$ cat config.mk
export PLATFORM = sky130hd
export DESIGN_NAME = nibble_serial_adder
export DESIGN_NICKNAME = d
export VERILOG_FILES = /design/src/rtl/nibble_serial_adder.sv
export SDC_FILE = /design/constraint.sdc
export NUM_CORES = 1
export LEC_CHECK = 0
export BUFFER_PORTS_ARGS = -buffer_cell sky130_fd_sc_hd__buf_2
export CORE_MARGIN = 2
export CORE_UTILIZATION = 57
export CTS_CLUSTER_DIAMETER = 150
export DETAILED_ROUTE_END_ITERATION = 12
export MAX_ROUTING_LAYER = met4
export PLACE_DENSITY = 0.84
export SYNTH_ARGS = -nofsm -noshare
export SYNTH_HDL_FRONTEND = slang
export SYNTH_HIERARCHICAL = 1
export SYNTH_SLANG_ARGS = --single-unit
$ cat constraint.sdc
create_clock -name clk -period 5.1 [get_ports clk]
set_input_delay 0.255 -clock clk [delete_from_list [all_inputs] [get_ports clk]]
set_output_delay 0.255 -clock clk [all_outputs]
set_load 0.05 [all_outputs]
$ cat src/rtl/nibble_serial_adder.sv
// Multi-cycle WIDTH-bit adder: operands are fed nibble-serially (LSB first) through one
// 4-bit fulladder, with the ripple carry held in a register between passes.

module fulladder (
  input  logic [3:0] a,
  input  logic [3:0] b,
  input  logic       cin,
  output logic [3:0] s,
  output logic       cout
);

  always_comb begin
    {cout, s} = 5'(a) + 5'(b) + 5'(cin);
  end

endmodule

module nibble_serial_adder #(
  parameter int unsigned WIDTH = 16
) (
  input  logic             clk,
  input  logic             rst_n,
  input  logic             in_valid,
  output logic             in_ready,
  input  logic [WIDTH-1:0] a,
  input  logic [WIDTH-1:0] b,
  input  logic             cin,
  output logic             out_valid,
  input  logic             out_ready,
  output logic [WIDTH-1:0] sum,
  output logic             cout,
  output logic             busy
);

  localparam int unsigned NIBBLES = WIDTH / 4;
  localparam int unsigned IdxW    = (NIBBLES > 1) ? $clog2(NIBBLES) : 1;

  if ((WIDTH % 4) != 0 || WIDTH < 4) begin : gen_width_check
    $error("nibble_serial_adder: WIDTH must be a non-zero multiple of 4");
  end

  typedef enum logic [1:0] {StIdle, StRun, StDone} state_e;

  state_e            state_q, state_d;
  logic [IdxW-1:0]   idx_q, idx_d;
  logic              carry_q, carry_d;
  logic [WIDTH-1:0]  a_q, a_d;
  logic [WIDTH-1:0]  b_q, b_d;
  logic [WIDTH-1:0]  sum_q, sum_d;
  logic              cout_q, cout_d;

  logic [3:0]        fa_s;
  logic              fa_cout;
  logic [WIDTH+3:0]  sum_shift;

  fulladder u_fulladder (
    .a    (a_q[3:0]),
    .b    (b_q[3:0]),
    .cin  (carry_q),
    .s    (fa_s),
    .cout (fa_cout)
  );

  // New nibble enters at the top so the LSB nibble ends up at the bottom after NIBBLES passes.
  assign sum_shift = {fa_s, sum_q};

  always_comb begin
    state_d   = state_q;
    idx_d     = idx_q;
    carry_d   = carry_q;
    a_d       = a_q;
    b_d       = b_q;
    sum_d     = sum_q;
    cout_d    = cout_q;
    in_ready  = 1'b0;
    out_valid = 1'b0;

    unique case (state_q)
      StIdle: begin
        in_ready = 1'b1;
        if (in_valid) begin
          a_d     = a;
          b_d     = b;
          carry_d = cin;
          idx_d   = '0;
          state_d = StRun;
        end
      end
      StRun: begin
        sum_d   = sum_shift[WIDTH+3:4];
        a_d     = a_q >> 4;
        b_d     = b_q >> 4;
        carry_d = fa_cout;
        idx_d   = idx_q + 1'b1;
        if (idx_q == IdxW'(NIBBLES - 1)) begin
          cout_d  = fa_cout;
          state_d = StDone;
        end
      end
      StDone: begin
        out_valid = 1'b1;
        if (out_ready) begin
          state_d = StIdle;
        end
      end
      default: begin
        state_d = StIdle;
      end
    endcase
  end

  always_ff @(posedge clk or negedge rst_n) begin
    if (!rst_n) begin
      state_q <= StIdle;
      idx_q   <= '0;
      carry_q <= 1'b0;
      a_q     <= '0;
      b_q     <= '0;
      sum_q   <= '0;
      cout_q  <= 1'b0;
    end else begin
      state_q <= state_d;
      idx_q   <= idx_d;
      carry_q <= carry_d;
      a_q     <= a_d;
      b_q     <= b_d;
      sum_q   <= sum_d;
      cout_q  <= cout_d;
    end
  end

  assign sum  = sum_q;
  assign cout = cout_q;
  assign busy = (state_q != StIdle);

endmodule

Word level (Yosys, flattened, before mapping):

Cells that the tools add are included.

* flip-flop bits (word level): 54
* input bits: 37

* add/sub/neg operators: 3
* eq/ne operators: 6
* muxes and demuxes: 14
* reduce and logical (&&, ||, !) cells: 6

Operator list (number)
* $pmux 16 s2: 2
* $mux 16: 2
* $mux 2: 4
* $ne 2x2->1 const B: 3
* $pmux 2 s3: 1
* $add 4x4->5: 1
* $add 5x1->5: 1
* $eq 2x2->1 const B: 2
* $pmux 2 s2: 1
* $reduce_and 2->1: 2
* $reduce_bool 2->1: 2
* $mux 1: 3
* $reduce_and 3->1: 1
* $add 2x1->2 const B: 1
* $eq 2x1->1 const B: 1
* $logic_not 2->1: 1
* $pmux 1 s2: 1

Depth between registers and ports, before layout:

Gate-level depths: netlist of run 1.

* depth in word-level cells: 3
* gate-level depth with buffers: 8
* depth with buffers taken out: 8

Hierarchy:

The synthesis of run 1 kept the hierarchy.

By module, submodules not included
* nibble_serial_adder: times used 1, cells each 227, area an instance 2319.7 um2, seq. area each 1351.3 um2
* fulladder: times used 1, cells each 16, area an instance 143.9 um2, seq. area each 0.0 um2

Worst setup path before layout of run 1:

OpenSTA, ideal clock, no wires.

* path kind: register to output
* start point: reg state_q[1]
* end point: out in_ready
* data arrival time: 1.571 ns
* path slack: 3.274 ns
* cell stages (with the launch flop): 6
* buffers on the path: 2
* cell sequence: dfrtp_1 -> buf_6 -> inv_2 -> buf_2 -> nand2_1 -> inv_1

* longest elaborated chain between the ends: 2

RTL lines
* from (decl): line 44 `state_e state_q, state_d;`
* from (signal assigned): line 114 `state_q <= StIdle;`
* from (signal assigned): line 122 `state_q <= state_d;`
* $logic_not 2->1: line 78 `unique case (state_q)`
* $mux 1: line 78
* to (decl): line 24 `output logic in_ready,`

Every way passes these cells.

Worst setup path after layout of run 1:

* start point: reg state_q[1]
* end point: reg b_q[0]

* longest elaborated chain between the ends: 3
* elaborated cells on any way between the ends: 6
* those cells by class: 2 x eq/ne; 1 x mux; 3 x reduce/logical

RTL lines
* $eq 2x1->1 or $logic_not 2->1 (tied branches): line 78
* $reduce_bool 2->1 (no line) or $ne 2x2->1 (tied branches)
* $reduce_and 2->1 (no line)
* to (signal assigned): line 118 `b_q <= '0;`
* to (signal assigned): line 126 `b_q <= b_d;`
* to (decl): line 48 `logic [WIDTH-1:0] b_q, b_d;`

Several ways; a longest one is shown, not always the timed one.
A chain may end at the register's enable or synchronous reset.

==> impl_metrics.toml, run 1 <==
[final_layout]
synthToLayoutAreaGrowth_pct = 15.2
drive_above_1_share_pct = 25.1
final_nets = 333
finalNonFillerCells = 341
fill_cells = 323
antenna_cells = 0
layout_commonest_cell = "buf_2"
final_cell_mix = "buf_2, nand2_1, dfrtp_1"

[timing]
fin_setup_tns_ns = 0
setup-violations-final = 0
tightest_slew_ns = 1.26
max_freq_mhz = 470
fin_crit_ns = 2.13
finalHoldViolations = 0
max-slew-margin-rel_pct = 16.0
post-route-period-util_pct = 41.7
fin_skew_ns = 0.00722
slew_viol_final = 0
rsz0062_at_grt = "no"

[detailed_routing]
routed_wl_um = 5410
dr_total_vias = 2004
dr.first_iter.drc_count = 202
route.detailed.drc = 0
first_pass_iters = 4
wl_per_cell_um = 15.9
avgViaCountPerCell = 5.88
drtAntennaViolNets = 0

[worst_hold_path]
hold_class = "input pin to asynchronous set/reset pin"

[worst_setup_path]
critPathArrivalTime_ns = 2.35
end_kind = "register"
start_kind = "register"
slowest_delay_ns = 1.01
required_ns = 5.32
cp_max_fo = 34
cp_slowest_cell = "nand2b_1"
critPathKind = "register to register"
crit_chain = "nand2b_1 -> o22ai_1 -> a21oi_1"

[global_route]
grt_first_pass_wirelength_um = 9330
grt_max_degree = 55
antenna_found_initial = 0
grtUsageTotal_pct = 24.4
grt_overflow = 0
grt_pass1_vias = 1966

[status]
status = "complete, no violations"

[synthesis]
yosys-top-cells-area = "dfrtp_1, o22ai_1, nand2_1"
synth_top_flop_cell = "dfrtp_1"
yosysUniqueCellTypes = 29
synth_edf_count = 0
yosys.area.top_type = "dfrtp_1"
ys_ff_latch = 54
avgSynthCellArea_um2 = 10.1
ys.warnings.count = 6
yosysSeqAreaShare_pct = 54.9
synth_nets = 286
synth_area_mm2 = 0.00246
synth_cells = 243
synthArstFlopShare_pct = 100
yosysTopAreaCellShare_pct = 54.9

[die]
fp.dieArea_mm2 = 0.00486
io_pins = 57
die_x_um = 69.7
coreArea_mm2 = 0.00409
die_y_um = 69.7
num_rows = 23
initial_core_util_pct = 60.3

[clocking]
root_buffer = "clkbuf_8"
tritoncts = "yes"
cts.hold.buffers_added = 0
clkTransAtPathRegs_ns = 0.10
numCtsBuffers = 5
htree_levels = 2
cts.repair.resized = 0
clock_latency_ns = 0.31
cts_sinks = 54
post_cts_buffers = 0
clock_path_buffers = 2

[placed_design]
hpwl_um = 3520
placed_cells = 333
globalplace.congestion = 0.824
io_buffers = 56

[pwr]
clkPwrFrac_pct = 15.5
power_frac_seq_pct = 35.8
power_switching_mw = 1.03
internal_power_mw = 1.22
vdd_drop_max_mv = 0.437
p_per_area_mw_per_mm2 = 790
switching_share_pct = 45.8
p_comb_share_pct = 48.7
p_leak_nw = 1.41

[run]
cap_viol_max_count = 0
[per-stage QoR]
stage	hold WS (ns)	util [%]	power, mW	area [um2]	setup slack [ns]
floorplan	-0.0406	-	1.69	2460	3.27
global placement	0.416	66.0	1.84	2700	3.15
detailed placement	0.417	66.0	1.89	2700	3.04
CTS	0.0841	69.4	2.24	2840	2.99
global route	0.120	69.4	2.41	2840	2.73
finish	0.0480	69.4	2.24	2840	2.97
[routing by layer]
layer | track usage, % | share of wire [%] | vias to the layer above
met5 | - | 0 | -
met4 | 6.62 | 1.8 | 0
met3 | 5.52 | 5.5 | 11
met2 | 36.5 | 48 | 76
met1 | 34.2 | 45 | 960
li1 | - | - | 957
[power by group through the flow]
stage	Sequential, mW	Combinational, mW	Clock, mW
floorplan	0.966	0.724	0
global placement	0.797	1.04	0
detailed placement	0.805	1.08	0
CTS	0.800	1.09	0.352
global route	0.832	1.21	0.369
finish	0.803	1.09	0.347
[layout make-up]
| class | count | area (um2) | area share [%] |
|---|---|---|---|
| Timing Repair Buffer | 57 | 288 | 10.1 |
| Clock inverter | 2 | 60.1 | 2.12 |
| Inverter | 9 | 33.8 | 1.19 |
| Tap cell | 50 | 62.6 | 2.20 |
| Sequential cell | 54 | 1350 | 47.6 |
| Multi-Input combinational cell | 163 | 960 | 33.8 |
| Clock buffer | 6 | 82.6 | 2.91 |
[final timing paths]
path	start	cells past startpoint	slack, ns	endpoint
worst min-delay path	rst_n	2	0.05	b_q[13]
worst min register to register	sum[0]	2	0.48	sum[0]
worst max register to register	state_q[1]	3	2.97	b_q[0]
max in group asynchronous	rst_n	2	4.60	b_q[6]
min in group clk	out_ready	2	0.13	state_q[1]
worst max-delay path	state_q[1]	3	2.97	b_q[0]
[flip-flops by register name (all words and copies together), names as in the netlist]
name     cells
carry_q      1
a_q         16
b_q         16
idx_q        2
sum         16
cout         1
state_q      2
[cells in the mapped netlist, types with 2 or more instances]
library cell	instances
buf_4	4
a22o_1	5
nand2_1	55
a21oi_1	17
ha_1	4
nand2b_1	5
o22ai_1	42
o21ai_0	9
xnor2_1	2
buf_6	4
buf_2	8
a21oi_2	2
and2b_1	2
inv_2	2
a22oi_1	2
inv_1	7
a2bb2oi_1	6
nor2_1	2
dfrtp_1	54
fa_1	2
[cell families (layout without fill, tap and decap cells)]
| group | Yosys count | in the layout | share of synthesized area, % |
|---|---|---|---|
| AOI/OAI and AO/OA | 87 | 87 | 22.4 |
| and+or+nand+nor | 67 | 67 | 11.5 |
| DFF | 54 | 54 | 54.9 |
| buffers and inverters | 26 | 74 | 6.20 |
| adders and majority gates | 6 | 6 | 3.66 |
| xor gates and xnor gates | 2 | 2 | 0.711 |
| muxes | 1 | 1 | 0.609 |
[critical path: cells and delay by family (launching register included)]
family	cells	cell delay, ns
and+or+nand+nor	1	1.01
DFF	1	0.57
AOI/OAI and AO/OA	2	0.47
Power figures use the tool's default switching activity.
==> run 2, diff against run 1 <==
--- a/config.mk
+++ b/config.mk
@@ -7,11 +7,11 @@
 export LEC_CHECK = 0
 export BUFFER_PORTS_ARGS = -buffer_cell sky130_fd_sc_hd__buf_2
 export CORE_MARGIN = 2
-export CORE_UTILIZATION = 57
+export CORE_UTILIZATION = 48
 export CTS_CLUSTER_DIAMETER = 150
 export DETAILED_ROUTE_END_ITERATION = 12
 export MAX_ROUTING_LAYER = met4
-export PLACE_DENSITY = 0.84
+export PLACE_DENSITY = 0.75
 export SYNTH_ARGS = -nofsm -noshare
 export SYNTH_HDL_FRONTEND = slang
 export SYNTH_HIERARCHICAL = 1
==> constraint.sdc (replaced) <==
create_clock -name clk -period 1.9 [get_ports clk]
set_input_delay 0.095 -clock clk [delete_from_list [all_inputs] [get_ports clk]]
set_output_delay 0.095 -clock clk [all_outputs]
set_load 0.05 [all_outputs]
==> run 2 against run 1 <==
  * Global-route usage is 3.3 points lower
  * Register-to-register slack lost 2.8 ns
  * Critical path depth rose by 4
  * Final cell count is 8.2% higher
  * Maximum frequency increased by 22%
  * Worst setup slack got worse by 2.8 ns
  * Sequential power rose to 2.7 times the previous value
  * Clock skew rose by 0.0025 ns
  * Utilization down 12 points
  * Final area up 2.4%
==> impl_metrics.toml, run 2 (synthesis results as in run 1) <==
[status]
status = "complete, no violations"

[final_layout]
antenna_cells = 0
fill_cells = 444
final_cell_area_mm2 = 0.00291
layout_commonest_cell = "buf_2"
synthToLayoutAreaGrowth_pct = 18.0
drive_above_1_share_pct = 25.8
final_cell_mix = "buf_2, nand2_1, dfrtp_1"
finalNonFillerCells = 369
final_nets = 342

[die]
die_y_um = 75.6
die_x_um = 75.6
coreArea_mm2 = 0.00504
io_pins = 57
num_rows = 26
initial_core_util_pct = 48.9
fp.dieArea_mm2 = 0.00572

[placed_design]
hpwl_um = 3610
place_area_mm2 = 0.00278
placed_cells = 357
globalplace.congestion = 0.765
io_buffers = 56

[timing]
max_freq_mhz = 572
fin_setup_tns_ns = 0
tightest_slew_ns = 0.549
rsz0062_at_grt = "no"
setup-violations-final = 0
max-slew-margin-rel_pct = 63.4
slew_viol_final = 0
finalHoldViolations = 0
fin_skew_ns = 0.00968
fin_crit_ns = 1.75
post-route-period-util_pct = 92.1

[pwr]
internal_power_mw = 3.07
p_leak_nw = 1.43
p_per_area_mw_per_mm2 = 1990
power_switching_mw = 2.73
power_frac_seq_pct = 37.1
switching_share_pct = 47.1
clkPwrFrac_pct = 10.5
vdd_drop_max_mv = 0.827
p_comb_share_pct = 52.4
finalPower_mw = 5.79

[worst_hold_path]
hold_class = "input pin to register"

[global_route]
grt_max_degree = 55
grt_first_pass_wirelength_um = 8950
met3_usage_pct = 3.17
grt_pass1_vias = 1865
grt_overflow = 0
grtUsageMet2_pct = 32.9
grtUsageTotal_pct = 21.1
antenna_found_initial = 0
met1_usage_pct = 29.4
grt_most_used_layer = "met2"

[run]
cap_viol_max_count = 0

[clocking]
clock_latency_ns = 0.30
htree_levels = 2
tritoncts = "yes"
clkTransAtPathRegs_ns = 0.09
numCtsBuffers = 5
cts_sinks = 54
root_buffer = "clkbuf_8"
clock_path_buffers = 2

[worst_setup_path]
cp_max_fo = 2
crit_start = "a_q[0]"
end_kind = "register"
cp-endpoint = "cout"
r2r_setup_slack_ns = 0.15
r2r_start = "a_q[0]"
start_kind = "register"
rr_worst_depth = 7
critPathArrivalTime_ns = 1.94
critPathKind = "register to register"
required_ns = 2.09
reg2reg_to = "cout"

[detailed_routing]
dr.first_iter.drc_count = 131
avgViaCountPerCell = 5.40
routed_wl_um = 5380
drtAntennaViolNets = 0
wl_per_cell_um = 14.6
route.detailed.drc = 0
dr_total_vias = 1993
first_pass_iters = 4
==> run 2: cell types whose count changed in the layout (fill, tap and decap cells not counted) <==
cell and delta:
clkbuf_1 +2, bufinv_16 -2, buf_4 +3, fa_1 -2
dlygate4sd3_1 +4, clkbuf_8 -1, o21ai_0 -1, inv_2 -1
o21ai_1 +1, fa_2 +2, inv_4 +1, buf_12 +2
==> run 2: power groups by stage <==
stage	combinational (mW)	sequential, mW	clock [mW]
after floorplan	1.94	2.59	0
after global placement	2.92	2.14	0
after detailed placement	2.99	2.17	0
after CTS	3.01	2.14	0.617
after global routing	3.36	2.22	0.651
final	3.04	2.15	0.606
==> run 2: area by class of cell <==
type,instances,area [um2],area share (%)
sequential,54,1350,46.5
multi-input combinational,163,965,33.2
timing repair buffer,66,390,13.4
tap,70,87.6,3.01
clock buffer,7,76.3,2.63
inverter,9,36.3,1.25
==> run 2: per-stage QoR <==
stage | utilization [%] | hold WS [ns] | setup slack, ns
after floorplan | - | -0.201 | 0.191
after global placement | 55.0 | 0.118 | 0.133
after detailed placement | 55.0 | 0.112 | 0.0682
after CTS | 57.3 | 0.0133 | 0.0541
after global routing | 57.6 | 0.0232 | 0.0155
final | 57.6 | 0.0145 | 0.150
==> run 2: worst min-delay path by stage <==
stage | to | start | depth (start not counted)
6_report | b_q[14] | b[14] | 2
5_1_grt | b_q[12] | b[12] | 2
4_1_cts | b_q[14] | b[14] | 2
3_5_place_dp | sum[8] | rst_n | 2
3_3_place_gp | b_q[14] | rst_n | 2
2_1_floorplan | a_q[0] | rst_n | 0
==> run 2: what timing repair did <==
item                                   in CTS  in global routing
endpoints found under the hold margin      57                  0
resized for setup                           0                  5
setup endpoints to repair                   0                  4
hold buffers                                4                  0
setup buffers                               0                  1
==> run 2: routing by layer <==
layer / wire [um] / part of all wire (%)
met2: 2550 / 47
met1: 2550 / 47
met3: 236 / 4.4
met5: 0 / 0
met4: 49 / 0.91
==> run 2: critical path, cell delays in order (launching register included) <==
cell and delay (ns):
dfrtp_1 0.42, fa_2 0.40, inv_1 0.08, fa_2 0.21, nor2b_1 0.05, o21ai_1 0.11
nand2b_1 0.10, mux2_4 0.27
==> run 3, diff against run 2 <==
--- a/config.mk
+++ b/config.mk
@@ -5,13 +5,15 @@
 export SDC_FILE = /design/constraint.sdc
 export NUM_CORES = 1
 export LEC_CHECK = 0
+export ABC_AREA = 1
 export BUFFER_PORTS_ARGS = -buffer_cell sky130_fd_sc_hd__buf_2
 export CORE_MARGIN = 2
-export CORE_UTILIZATION = 48
+export CORE_UTILIZATION = 49
 export CTS_CLUSTER_DIAMETER = 150
 export DETAILED_ROUTE_END_ITERATION = 12
 export MAX_ROUTING_LAYER = met4
-export PLACE_DENSITY = 0.75
+export PLACE_DENSITY = 0.76
+export SETUP_SLACK_MARGIN = 0.3
 export SYNTH_ARGS = -nofsm -noshare
 export SYNTH_HDL_FRONTEND = slang
 export SYNTH_HIERARCHICAL = 1
==> run 3 against run 2 <==
  * Wire length is 2.4% higher
  * Largest cell class unchanged
  * Non-clock buffer count is 5 higher
  * Largest power group unchanged
  * Worst setup slack better by 0.18 ns
==> impl_metrics.toml, run 3 <==
[status]
status = "complete, no violations"

[worst_setup_path]
rr_worst_depth = 6
required_ns = 2.13
r2r_setup_slack_ns = 0.33
reg2reg_to = "sum[13]"
critPathKind = "register to register"
cp_slowest_cell = "fa_2"
start_kind = "register"
slowest_delay_ns = 0.43
crit_chain = "fa_2 -> inv_2 -> fa_2 -> inv_2 -> nand2_1 -> o21ai_1"
path_buf_inv = 2
end_kind = "register"
r2r_start = "carry_q"
critPathArrivalTime_ns = 1.80
cp_max_fo = 3
crit_family = "adder cells"

[global_route]
grtUsageTotal_pct = 20.3
grt_pass1_vias = 2264
grt_max_degree = 43
antenna_found_initial = 0
grt_overflow = 0
grt_first_pass_wirelength_um = 9750

[pwr]
p_comb_share_pct = 53.5
vdd_drop_max_mv = 0.783
p_per_area_mw_per_mm2 = 1940
clkPwrFrac_pct = 14.8
internal_power_mw = 3.34
power_switching_mw = 2.96
switching_share_pct = 46.9
p_leak_nw = 1.87
power_frac_seq_pct = 31.7

[detailed_routing]
avgViaCountPerCell = 4.82
route.detailed.drc = 0
dr.first_iter.drc_count = 90
dr_total_vias = 2318
routed_wl_um = 5510
wl_per_cell_um = 11.5
first_pass_iters = 4
drtAntennaViolNets = 0

[timing]
rsz0062_at_grt = "yes"
max_freq_mhz = 638
finalHoldViolations = 0
slew_viol_final = 0
tightest_slew_ns = 0.641
fin_setup_tns_ns = 0
fin_crit_ns = 1.57
fin_skew_ns = 0.00471
post-route-period-util_pct = 82.5
max-slew-margin-rel_pct = 57.2
setup-violations-final = 0

[synthesis]
synth_area_mm2 = 0.00266
synth_cells = 349
synthArstFlopShare_pct = 100
yosys-top-cells-area = "dfrtp_1, nand2_1, nand3_1"
yosys.area.top_type = "dfrtp_1"
synth_top_flop_cell = "dfrtp_1"
yosysSeqAreaShare_pct = 50.8
yosysTopAreaCellShare_pct = 50.8
ys_ff_latch = 54
avgSynthCellArea_um2 = 7.62
yosysMostFrequentCell = "nand2_1"
ys.warnings.count = 6
yosysUniqueCellTypes = 16
synth_nets = 392
synth_edf_count = 0
ys_top_cells_by_count = "nand2_1, inv_1, dfrtp_1, nand3_1, o21ai_0"

[placed_design]
globalplace.congestion = 0.819
placed_cells = 467
hpwl_um = 3770
io_buffers = 56

[worst_hold_path]
hold_start = "a[13]"
whs_path_depth = 3
hold_class = "input pin to register"
holdPathEnd = "a_q[13]"

[clocking]
tritoncts = "yes"
root_buffer = "clkbuf_8"
clkTransAtPathRegs_ns = 0.10
numCtsBuffers = 5
clock_path_buffers = 2
cts_sinks = 54
clock_latency_ns = 0.30
htree_levels = 2

[die]
die_y_um = 77.7
initial_core_util_pct = 51.4
fp.dieArea_mm2 = 0.00603
die_x_um = 77.7
io_pins = 57
num_rows = 26
coreArea_mm2 = 0.00517

[final_layout]
antenna_cells = 0
layout_commonest_cell = "nand2_1"
drive_above_1_share_pct = 20.0
final_nets = 453
fill_cells = 458
synthToLayoutAreaGrowth_pct = 22.2
finalNonFillerCells = 481
regArea_mm2 = 0.00135
final_util_pct = 62.8
final_cell_mix = "nand2_1, inv_1, buf_2"
multi_input_area_um2 = 987

[run]
cap_viol_max_count = 0
==> run 3: changes by cell type in the layout (fill, tap and decap cells not counted), sizes merged, moves of 4 or more <==
| cell | change |
|---|---|
| buf | +4 |
| o21ai | +14 |
| o22ai | -41 |
| a2bb2oi | -6 |
| a21oi | -16 |
| nand3 | +54 |
| inv | +58 |
| nand2 | +60 |
| nand2b | -5 |
| a22o | -5 |
==> run 3: timing repair <==
action,CTS,global route
hold endpoints to repair,29,0
setup buffers,0,1
setup endpoints to repair,2,3
gates resized for setup,2,4
hold buffers,5,0
pin swaps,0,1
==> run 3: layout make-up <==
class,instances,share of cell area [%]
Multi-Input combinational cell,211,30.4
Clock inverter,2,1.85
Sequential cell,54,41.6
Timing Repair Buffer,71,13.2
Inverter,67,7.74
Clock buffer,6,2.54
Tap cell,70,2.69
==> run 3: metrics by stage <==
step | setup slack [ns] | power [mW] | cell area (um2) | hold slack (ns)
6_report | 0.333 | 6.30 | 3250 | 0.00444
5_1_grt | 0.255 | 6.91 | 3250 | 0.0142
4_1_cts | 0.329 | 6.30 | 3240 | 0.000843
3_5_place_dp | 0.300 | 5.31 | 3040 | 0.152
3_3_place_gp | 0.334 | 5.23 | 3040 | 0.150
2_1_floorplan | 0.357 | 4.54 | 2660 | -0.201
==> run 3: cell families (layout without fill, tap and decap cells) <==
group,count (synthesis),count (layout),share of synthesized area [%]
buf+inv,84,146,12.6
simple gates,175,175,27.3
xor+xnor,1,1,0.329
flops,54,54,50.8
compound gates,29,29,5.60
fa+ha+maj,6,6,3.39
==> run 3: per-layer routing <==
metal	track usage, %	part of all wire, %
met1	25.7	45
met2	34.1	49
met3	4.07	5.2
met4	4.29	0.24
met5	-	0
==> run 3: how the worst max path moves through the flow <==
stage          slack (ns)       start  depth (start not counted)  endpoint
6_report             0.33     carry_q                          6   sum[13]
4_1_cts              0.33      a_q[0]                          6   sum[13]
5_1_grt              0.26     carry_q                          6   sum[13]
3_3_place_gp         0.33      a_q[0]                          6   sum[13]
2_1_floorplan        0.36  state_q[0]                          3      busy
3_5_place_dp         0.30      a_q[0]                          8   carry_q
==> run 3: power by group through the flow <==
stage	registers [mW]	logic (mW)	clock network [mW]
floorplan	2.50	2.05	0
global route	2.07	3.85	0.995
global placement	2.00	3.23	0
detailed placement	2.02	3.30	0
finish	2.00	3.37	0.931
CTS	2.00	3.35	0.947
==> run 3: worst reg2reg max path: stages, from the launching register on <==
cell     delay, ns
dfrtp_1       0.42
fa_2          0.42
inv_2         0.07
fa_2          0.43
inv_2         0.05
nand2_1       0.05
o21ai_1       0.07
